$ cat config.mk
export PLATFORM = sky130hd
export DESIGN_NAME = add_accum
export DESIGN_NICKNAME = d
export VERILOG_FILES = /design/src/rtl/add_accum.sv
export SDC_FILE = /design/constraint.sdc
export NUM_CORES = 1
export LEC_CHECK = 0
export ABC_CLOCK_PERIOD_IN_PS = 3800
export BUFFER_PORTS_ARGS = -buffer_cell sky130_fd_sc_hd__buf_4
export CORE_AREA = 3 3 82 84
export DETAILED_ROUTE_END_ITERATION = 10
export DIE_AREA = 0 0 85 87
export GPL_ROUTABILITY_DRIVEN = 0
export GPL_TIMING_DRIVEN = 1
export HOLD_SLACK_MARGIN = 0.05
export PLACE_DENSITY = 0.67
export SLEW_MARGIN = 10
export SYNTH_ARGS = -nofsm -noshare
export SYNTH_HDL_FRONTEND = slang
export SYNTH_SLANG_ARGS = --single-unit
export TNS_END_PERCENT = 1
$ cat constraint.sdc
create_clock -name clk -period 3.8 [get_ports clk]
set_input_delay 0.57 -clock clk [delete_from_list [all_inputs] [get_ports clk]]
set_output_delay 0.57 -clock clk [all_outputs]
set_load 0.05 [all_outputs]
$ cat src/rtl/add_accum.sv
// rtl/add_accum.sv - two-stage add/sub/accumulate/clear unit with wrap or saturate arithmetic
module add_accum #(
  parameter int WIDTH    = 8,
  parameter int SATURATE = 0,
  parameter int CNT_W    = 8
) (
  input  logic             clk,
  input  logic             rst_n,
  input  logic             ena,
  input  logic             in_valid,
  input  logic [WIDTH-1:0] a,
  input  logic [WIDTH-1:0] b,
  input  logic [1:0]       op,
  output logic [WIDTH-1:0] result,
  output logic             carry,
  output logic             out_valid,
  output logic [CNT_W-1:0] acc_count
);

  localparam logic [1:0] OP_ADD = 2'b00;
  localparam logic [1:0] OP_SUB = 2'b01;
  localparam logic [1:0] OP_ACC = 2'b10;
  localparam logic [1:0] OP_CLR = 2'b11;

  localparam logic [WIDTH-1:0] ALL_ONES = '1;
  localparam logic [CNT_W-1:0] CNT_MAX  = '1;
  localparam bit               SAT      = (SATURATE != 0);

  logic [WIDTH-1:0] a_q, b_q, acc;
  logic [1:0]       op_q;
  logic             v1;

  logic [WIDTH:0]   sum_ab, sum_acc;
  logic [WIDTH-1:0] diff;
  logic             borrow;

  logic [WIDTH-1:0] nxt_result, nxt_acc;
  logic             nxt_carry;
  logic [CNT_W-1:0] nxt_count;

  always_ff @(posedge clk or negedge rst_n) begin
    if (!rst_n) begin
      a_q  <= '0;
      b_q  <= '0;
      op_q <= '0;
      v1   <= 1'b0;
    end else if (ena) begin
      a_q  <= a;
      b_q  <= b;
      op_q <= op;
      v1   <= in_valid;
    end
  end

  assign sum_ab  = {1'b0, a_q} + {1'b0, b_q};
  assign sum_acc = {1'b0, acc} + {1'b0, a_q};
  assign diff    = a_q - b_q;
  assign borrow  = (a_q < b_q);

  always_comb begin
    nxt_result = result;
    nxt_carry  = carry;
    nxt_acc    = acc;
    nxt_count  = acc_count;
    case (op_q)
      OP_ADD: begin
        nxt_carry  = sum_ab[WIDTH];
        nxt_result = (SAT && sum_ab[WIDTH]) ? ALL_ONES : sum_ab[WIDTH-1:0];
      end
      OP_SUB: begin
        nxt_carry  = borrow;
        nxt_result = (SAT && borrow) ? '0 : diff;
      end
      OP_ACC: begin
        // The stored accumulator follows the clamped value, so a saturated acc stays pinned.
        nxt_carry  = sum_acc[WIDTH];
        nxt_result = (SAT && sum_acc[WIDTH]) ? ALL_ONES : sum_acc[WIDTH-1:0];
        nxt_acc    = nxt_result;
        if (acc_count != CNT_MAX) begin
          nxt_count = acc_count + CNT_W'(1);
        end
      end
      OP_CLR: begin
        nxt_carry  = 1'b0;
        nxt_result = '0;
        nxt_acc    = '0;
        nxt_count  = '0;
      end
      default: begin
        nxt_result = result;
      end
    endcase
  end

  always_ff @(posedge clk or negedge rst_n) begin
    if (!rst_n) begin
      acc       <= '0;
      result    <= '0;
      carry     <= 1'b0;
      out_valid <= 1'b0;
      acc_count <= '0;
    end else if (ena) begin
      out_valid <= v1;
      if (v1) begin
        acc       <= nxt_acc;
        result    <= nxt_result;
        carry     <= nxt_carry;
        acc_count <= nxt_count;
      end
    end
  end

endmodule

==> run_results.csv, run 1 <==
group,metric,value,unit
die,ios,40,
sta,rsz0062_at_grt,"false",
yosys,ys_ff_latch,45,
drt,vias_per_cell,5.45,
clocking,cts_resized,0,
clocking,cts_root_buffer,"clkbuf_8",
global_routing,antenna_found_initial,0,
clocking,cts.clk_slew.worst_paths,80,ps
drt,first_iter_violations,110,
global_routing,grt_pass1_vias,2227,
sta,finalClockSkew,5.28,ps
global_routing,grt_pass1_wl,10400,µm
power_and_ir_drop,vdd_drop_max,0.265,mV
drt,drc,0,
clocking,cts_tree,"done",
sta,finalCritPeriodShare,58.8,%
sta,tns,0,ps
drt,via_count,2277,
run_status,status,"completed",
critical_path,r2r-end,"result[5]$_DFFE_PN0P_",
die,num_rows,28,
clocking,htreeDepth,2,
placed_design,pre_cts_slack,1370,ps
yosys,syn_nets,358,
yosys,ys_top_cells_by_count,"dfrtp_1 (45), nand2_1 (36), o21ai_0 (31), ha_1 (26), nor2_1 (20)",
yosys,synth_top_area_share,39.5,%
yosys,synth-edff-count,0,
critical_path,reg2reg_depth,9,
yosys,synth_top_cells_by_area,"dfrtp_1 (39%), ha_1 (11%), o21ai_0 (5.4%)",
hold_path,hold_path.class,"input pin to asynchronous set/reset pin",
critical_path,r2r_start,"b_q[1]$_DFFE_PN0P_",
clocking,clock_path_buffers,2,
critical_path,critPathLaunchType,"flip-flop",
critical_path,end_kind,"flip-flop",
yosys,synthesis.area,0.00285,mm²
yosys,synth-main-ff-cell,"dfrtp_1",
critical_path,path_class,"flip-flop to flip-flop",
die,start_util,47.6,%
placed_design,portBuffers,39,
job,drv_cap,0,
die,die_width,85,µm
drt,drtPass1Iterations,4,
sta,setup_viol,0,
drt,antenna_left,0,
sta,hold_viol,0,
yosys,syn_area_per_cell,9.29,µm²
global_routing,overflow,0,
power_and_ir_drop,p_leak,1.53,nW
clocking,clk-insertion-delay-late,300,ps
sta,final_max_slew_viol_count,0,
sta,fmax,448,MHz
global_routing,grt_usage,17.6,%
clocking,cts_setup_buffers,0,
final_layout,antenna_cells,0,
drt,drt_wl_total,6150,µm
critical_path,ff2ff_setup_slack,1570,ps
final_layout,nNetsFinal,393,
clocking,cts_buffers,5,
yosys,synth_cell_types,45,
power_and_ir_drop,power_density,562,mW/mm²
final_layout,drive_above_1_share,18.1,%
sta,setup_slack,1570,ps
critical_path,worstPathArrival,2390,ps
placed_design,dp_hpwl,4500,µm
yosys,synth_top_cell_by_area,"dfrtp_1",
die,dieHeight,87,µm
sta,relSlewSlack,43.5,%
yosys,synthCells,307,
final_layout,synthToLayoutAreaGrowth,14.9,%
critical_path,path_max_fanout,4,
yosys,ys_seq_area_share,39.5,%
sta,tightest_slew,846,ps
clocking,cts_hold_buf,0,
yosys,synth_async_sr_flop_share,100,%
die,core_area,0.00599,mm²
yosys,yosysWarnings,0,
sta,hold_ws,264,ps
clocking,clock_sinks,45,
yosys,synth.most_common_cell,"dfrtp_1",
drt,wl_per_cell,14.7,µm
global_routing,grt_max_degree,46,
die,dieArea,0.00740,mm²
critical_path,required,3960,ps
sta,period_needed,2230,ps
-- cell type report --
class | count | area, µm²
Timing Repair Buffer | 40 | 300
Inverter | 18 | 67.6
Multi-Input combinational cell | 232 | 1610
Clock buffer | 8 | 80.1
Sequential cell | 45 | 1130
Fill cell | 561 | 2710
Tap cell | 75 | 93.8
-- through the flow --
step                power [mW]  utilization, %  cells  area [µm²]
floorplan                 1.33               -    307        2850
CTS                       1.86            54.7    418        3280
global route              1.98            54.7    418        3280
global placement          1.56            53.4    410        3200
finish                    1.84            54.7    418        3280
detailed placement        1.56            53.4    410        3200
-- placed cells by master, fill, tap and decap left out, types with 2 or more instances in the layout --
cell	netlist	routed
o31ai_1	5	5
nand3_1	7	7
buf_4	0	40
fa_1	3	3
mux2i_1	3	3
a21oi_1	17	17
ha_1	26	26
nor4_1	4	4
nor2b_1	6	6
a32o_1	2	2
o31ai_2	2	2
o31a_1	3	3
mux2_2	10	10
o311ai_2	2	2
xor2_1	3	3
nor2_1	20	20
a211oi_1	3	3
or3_1	2	2
o21ai_0	31	31
clkbuf_1	8	3
nor3_1	12	12
nand2_1	36	36
a21o_1	4	4
o21a_1	6	6
clkbuf_8	0	5
inv_1	18	18
dfrtp_1	45	45
xnor2_1	4	4
nand2b_1	5	5
-- state kept, by name, summed over array words and instances, names as in the netlist --
| signal | count |
|---|---|
| op_q | 2 |
| b_q | 8 |
| out_valid | 1 |
| acc | 8 |
| acc_count | 8 |
| result | 8 |
| v1 | 1 |
| a_q | 8 |
| carry | 1 |
-- layer usage --
| metal | vias up | global-route usage [%] | part of all wire, % | routed length [µm] |
|---|---|---|---|---|
| li1 | 1155 | - | - | - |
| met1 | 1086 | 23.4 | 49 | 3030 |
| met2 | 30 | 29.4 | 47 | 2870 |
| met3 | 6 | 2.93 | 2.9 | 181 |
| met4 | 0 | 5.32 | 0.99 | 61 |
| met5 | - | 0 | 0 | 0 |
-- critical path, stage by stage (launching register included) --
cell      delay, ps
dfrtp_1         450
inv_1            90
ha_1            300
nor2b_1         150
o31a_1          260
o21a_1          170
o21ai_0         180
o31ai_2         110
xnor2_1         270
o311ai_2        100
-- worst max path at each step --
stage | slack, ps | endpoint | depth (start not counted) | start
after floorplan | 1820 | result[6]$_DFFE_PN0P_ | 8 | a_q[0]$_DFFE_PN0P_
after global routing | 1410 | result[5]$_DFFE_PN0P_ | 9 | b_q[1]$_DFFE_PN0P_
after detailed placement | 1370 | result[4]$_DFFE_PN0P_ | 6 | ena
after CTS | 1570 | result[6]$_DFFE_PN0P_ | 9 | a_q[1]$_DFFE_PN0P_
after global placement | 1400 | result[7]$_DFFE_PN0P_ | 6 | ena
final | 1570 | result[5]$_DFFE_PN0P_ | 9 | b_q[1]$_DFFE_PN0P_
-- cells by family after synthesis --
kind of cell,count (synthesis),share of synthesized area (%)
buffers and inverters,30,4.08
adder cells (fa/ha/maj),29,13.5
flip-flops,45,39.5
multiplexers,13,5.00
AO/OA/AOI/OAI,84,19.4
AND/OR/NAND/NOR,99,16.4
XOR/XNOR,7,2.15
-- power by group --
| part | total (mW) | switching, mW | internal, mW |
|---|---|---|---|
| Sequential | 0.703 | 0.114 | 0.589 |
| Combinational | 0.850 | 0.518 | 0.332 |
| Clock | 0.290 | 0.159 | 0.131 |
| Total | 1.84 | 0.791 | 1.05 |
Power figures use the tool's default switching activity.
==> inputs of run 2 (changes only) <==
Settings changed: ABC_CLOCK_PERIOD_IN_PS 3800 to 2100.
Clock period 3.8 ns to 2.1 ns, I/O delays scaled along.
==> run_results.csv, run 2 (same netlist as run 1, synthesis figures left out) <==
group,metric,value,unit
run_status,status,"finished with violations",
run_status,violations,"negative setup slack",
sta,setup_viol,2,
sta,relSlewSlack,61.5,%
placed_design,pre_cts_slack,-64.3,ps
drt,antenna_left,0,
critical_path,end_kind,"flip-flop",
clocking,cts_buffers,5,
final_layout,antenna_cells,0,
sta,rsz0062_at_grt,"true",
global_routing,grt_pass1_wl,11100,µm
drt,drtPass1Iterations,4,
drt,drc,0,
die,start_util,47.6,%
sta,setup_slack,-50.7,ps
final_layout,drive_above_1_share,28.2,%
hold_path,hold_start,"b[1]",
clocking,clock_sinks,45,
global_routing,grt_pass1_vias,2362,
final_layout,finish.utilization,59.6,%
final_layout,synthToLayoutAreaGrowth,25.3,%
drt,vias_per_cell,5.45,
hold_path,holdPathStages,3,
critical_path,reg2reg_depth,8,
sta,finalClockSkew,11.0,ps
power_and_ir_drop,power_density,1060,mW/mm²
final_layout,nNetsFinal,415,
clocking,clk-insertion-delay-late,300,ps
power_and_ir_drop,vdd_drop_max,0.513,mV
critical_path,worstPathArrival,2340,ps
job,drv_cap,0,
critical_path,ff2ff_setup_slack,-50,ps
critical_path,startpoint,"a_q[2]$_DFFE_PN0P_",
die,core_area,0.00599,mm²
sta,period_needed,2150,ps
critical_path,critPathLaunchType,"flip-flop",
drt,drt_wl_total,6640,µm
sta,final_max_slew_viol_count,0,
critical_path,r2r_start,"a_q[2]$_DFFE_PN0P_",
global_routing,antenna_found_initial,0,
drt,wl_per_cell,15.1,µm
sta,hold_viol,0,
global_routing,grt_usage,18.6,%
sta,finalCritPeriodShare,102,%
die,ios,40,
power_and_ir_drop,p_leak,1.67,nW
clocking,cts_root_buffer,"clkbuf_8",
final_layout,final_cell_mix,"buf_4 (61), dfrtp_1 (44), nand2_1 (36)",
clocking,htreeDepth,2,
critical_path,path_class,"flip-flop to flip-flop",
hold_path,hold_path.class,"input pin to flip-flop",
clocking,cts_tree,"done",
die,dieArea,0.00740,mm²
placed_design,dp_hpwl,4830,µm
die,num_rows,28,
die,die_width,85,µm
final_layout,layout_commonest_cell,"buf_4",
sta,tightest_slew,577,ps
sta,fmax,465,MHz
clocking,cts.clk_slew.worst_paths,90,ps
placed_design,portBuffers,39,
die,dieHeight,87,µm
global_routing,grt_max_degree,46,
drt,via_count,2396,
critical_path,required,2290,ps
global_routing,overflow,0,
drt,first_iter_violations,90,
critical_path,path_max_fanout,4,
clocking,clock_path_buffers,2,
run 2: cell types whose count changed in the layout (fill, tap and decap cells not counted), sizes merged:
cell         previous run  this run
buf                    40        61
bufinv                  0         2
clkbuf                  8         5
clkinv                  0         1
dlygate4sd3             0         1
run 2: cell type report:
class / count / area, µm²
fill: 503 / 2420
multi-input combinational: 232 / 1680
sequential: 45 / 1130
timing repair buffer: 62 / 468
tap: 75 / 93.8
clock buffer: 5 / 68.8
inverter: 18 / 67.6
clock inverter: 3 / 65.1
run 2: timing repair:
item	CTS	global route
hold buffers	1	0
pin swaps	2	6
endpoints found under the hold margin	45	0
gates resized for setup	9	13
endpoints found under the setup margin	2	6
setup buffers	2	1
run 2: final timing paths:
check,endpoint
max in group asynchronous,a_q[1]$_DFFE_PN0P_
worst min register to register,result[2]$_DFFE_PN0P_
worst max-delay path,result[7]$_DFFE_PN0P_
worst max register to register,result[7]$_DFFE_PN0P_
worst min-delay path,b_q[1]$_DFFE_PN0P_
min in group asynchronous,b_q[2]$_DFFE_PN0P_
run 2: critical path, cell delays in order, from the launching register on:
cell	delay, ps
dfrtp_1	480
ha_1	390
o21ai_0	260
nor2_1	110
nor4_1	180
nor3_1	100
or3_1	310
nand3_1	130
nand3_1	80
run 2: layer usage:
metal | up-vias | part of all wire (%) | GRT usage, %
li1 | 1203 | - | -
met1 | 1131 | 46 | 25.3
met2 | 52 | 49 | 30.6
met3 | 10 | 3.6 | 3.50
met4 | 0 | 1.4 | 4.89
met5 | - | 0 | 0
run 2: through the flow:
step                      instances  hold WS, ps  area, µm²  power, mW  TNS, ps
after floorplan                 307         19.4       2850       2.40        0
after global routing            440          209       3570       4.03     -449
after global placement          428          352       3330       2.87    -29.5
final                           440          215       3570       3.78    -77.1
after CTS                       439          216       3510       3.72        0
after detailed placement        428          359       3330       2.90    -64.3
run 2: power breakdown:
group,switching (mW),internal [mW],total [mW]
Sequential,0.188,1.07,1.25
Combinational,1.04,0.703,1.74
Clock,0.317,0.473,0.790
Total,1.54,2.24,3.78
==> inputs of run 3 (changes only) <==
Settings changed: ABC_AREA from default to 1, CORE_AREA 3 3 82 84 to 3 3 85 87, DIE_AREA 0 0 85 87 to 0 0 88 90.
==> run_results.csv, run 3 <==
group,metric,value,unit
drt,drtPass1Iterations,5,
yosys,synth.most_common_cell,"nand2_1",
placed_design,dp_hpwl,5560,µm
drt,antenna_left,0,
yosys,ys_seq_area_share,36.3,%
final_layout,synthToLayoutAreaGrowth,15.9,%
critical_path,end_kind,"flip-flop",
clocking,clock_sinks,45,
hold_path,hold_path.class,"input pin to flip-flop",
run_status,status,"completed",
die,dieArea,0.00792,mm²
critical_path,critPathLaunchType,"flip-flop",
final_layout,layout_commonest_cell,"nand2_1",
power_and_ir_drop,finalPower,3.68,mW
sta,finalClockSkew,4.13,ps
die,dieHeight,90,µm
clocking,clock_path_buffers,2,
yosys,ys_ff_latch,45,
critical_path,reg2reg_depth,11,
final_layout,drive_above_1_share,16.9,%
critical_path,path_class,"flip-flop to flip-flop",
placed_design,dp.cells,517,
sta,finalCritPeriodShare,91.3,%
yosys,synthesis.area,0.00310,mm²
clocking,cts_buffers,5,
global_routing,grt_pass1_vias,2715,
critical_path,r2r-end,"result[4]$_DFFE_PN0P_",
critical_path,startpoint,"a_q[0]$_DFFE_PN0P_",
placed_design,placed_area,0.00346,mm²
yosys,synth_top_cells_by_area,"dfrtp_1 (36%), nand2_1 (14%), ha_1 (10%)",
hold_path,hold_end,"op_q[0]$_DFFE_PN0P_",
clocking,cts_tree,"done",
yosys,synth_top_area_share,36.3,%
global_routing,overflow,0,
placed_design,portBuffers,39,
drt,wl_per_cell,13.8,µm
sta,tns,0,ps
clocking,htreeDepth,2,
hold_path,hold_start,"op[0]",
sta,period_needed,1920,ps
power_and_ir_drop,vdd_drop_max,0.788,mV
yosys,synth_async_sr_flop_share,100,%
final_layout,finalInstanceArea,0.00359,mm²
clocking,cts_setup_buffers,0,
global_routing,grt_max_degree,46,
yosys,syn_nets,459,
yosys,yosysWarnings,0,
job,drv_cap,0,
final_layout,finish.utilization,56.0,%
yosys,synth_top_cell_by_area,"dfrtp_1",
yosys,ys_top_cells_by_count,"nand2_1 (112), inv_1 (55), dfrtp_1 (45), o21ai_0 (35), nand3_1 (34)",
sta,fmax,521,MHz
yosys,syn_area_per_cell,7.60,µm²
drt,first_iter_violations,208,
drt,drc,0,
final_layout,nNetsFinal,499,
die,die_width,88,µm
critical_path,path_max_fanout,4,
die,num_rows,29,
global_routing,grt_usage,20.2,%
power_and_ir_drop,power_density,1020,mW/mm²
yosys,synthCells,408,
final_layout,antenna_cells,0,
power_and_ir_drop,p_leak,1.91,nW
critical_path,r2r_start,"a_q[0]$_DFFE_PN0P_",
critical_path,ff2ff_setup_slack,180,ps
final_layout,final_cell_mix,"nand2_1 (112), inv_1 (54), dfrtp_1 (44)",
yosys,synth_cell_types,37,
global_routing,grt_pass1_wl,12800,µm
global_routing,antenna_found_initial,0,
drt,via_count,2763,
sta,final_max_slew_viol_count,0,
yosys,synth-edff-count,0,
drt,drt_wl_total,7240,µm
clocking,cts.clk_slew.worst_paths,90,ps
hold_path,holdPathStages,3,
sta,setup_viol,0,
clocking,clk-insertion-delay-late,310,ps
sta,rsz0062_at_grt,"false",
clocking,cts_root_buffer,"clkbuf_8",
sta,tightest_slew,594,ps
die,ios,40,
sta,hold_viol,0,
die,start_util,48.3,%
final_layout,fillers,606,
critical_path,worstPathArrival,2120,ps
yosys,synth-main-ff-cell,"dfrtp_1",
critical_path,required,2300,ps
drt,vias_per_cell,5.25,
sta,relSlewSlack,60.4,%
final_layout,instances_no_fill,526,
die,core_area,0.00642,mm²
-- run 3: cell type report --
type | count | area (µm²) | share of cell area [%]
clock inverters | 1 | 30.0 | 0.836
inverters | 58 | 220 | 6.13
multi-input cells | 295 | 1710 | 47.5
flip-flops and latches | 45 | 1130 | 31.4
clock buffers | 7 | 86.3 | 2.40
well taps | 77 | 96.3 | 2.68
repair buffers | 43 | 325 | 9.05
-- run 3: layer usage --
layer / track usage, % / up-vias / wire (µm)
li1: - / 1402 / -
met1: 27.0 / 1269 / 3450
met2: 31.9 / 76 / 3270
met3: 4.02 / 16 / 322
met4: 7.80 / 0 / 207
met5: 0 / - / 0
-- run 3: kinds of logic (layout without fill, tap and decap cells) --
group / Yosys count / count (layout) / share of synthesized area (%)
AND/OR/NAND/NOR: 187 / 187 / 26.6
AO/OA/AOI/OAI: 69 / 69 / 12.4
buffers and inverters: 68 / 109 / 8.72
flip-flops: 45 / 45 / 36.3
adder cells (fa/ha/maj): 29 / 29 / 12.4
multiplexers: 8 / 8 / 2.91
XOR/XNOR: 2 / 2 / 0.565
-- run 3: worst max-delay path by stage --
stage / to / slack (ps) / cells past startpoint
final: result[4]$_DFFE_PN0P_ / 180 / 11
after global routing: carry$_DFFE_PN0P_ / 20 / 11
after CTS: result[4]$_DFFE_PN0P_ / 110 / 11
after detailed placement: result[4]$_DFFE_PN0P_ / 180 / 11
after global placement: result[4]$_DFFE_PN0P_ / 200 / 11
after floorplan: acc_count[6]$_DFFE_PN0P_ / 230 / 11
-- run 3: critical path, stage by stage, from the launching register on --
cell     delay (ps)
dfrtp_1         390
inv_1            90
ha_1            210
fa_1            380
inv_2            90
nand3_1          80
nand3_2         110
a21oi_1          80
o21ai_1         120
nand3_1         130
nand2_1          80
nand2_1          60
-- run 3: what timing repair did --
action                                  4_1_cts  5_1_grt
endpoints found under the hold margin        45        0
hold buffers                                  1        0
gates resized for setup                       0        3
endpoints found under the setup margin        0        3
-- run 3: through the flow --
stage / hold WS, ps / setup WS, ps
after CTS: 206 / 110
after global routing: 207 / 15.3
after global placement: 360 / 196
after floorplan: 19.4 / 232
after detailed placement: 364 / 182
final: 208 / 182
-- run 3: report_power, final --
group / total, mW / internal (mW) / switching [mW]
sequential: 1.23 / 1.07 / 0.162
clock: 0.706 / 0.389 / 0.317
combinational: 1.74 / 0.602 / 1.14
total: 3.68 / 2.06 / 1.62
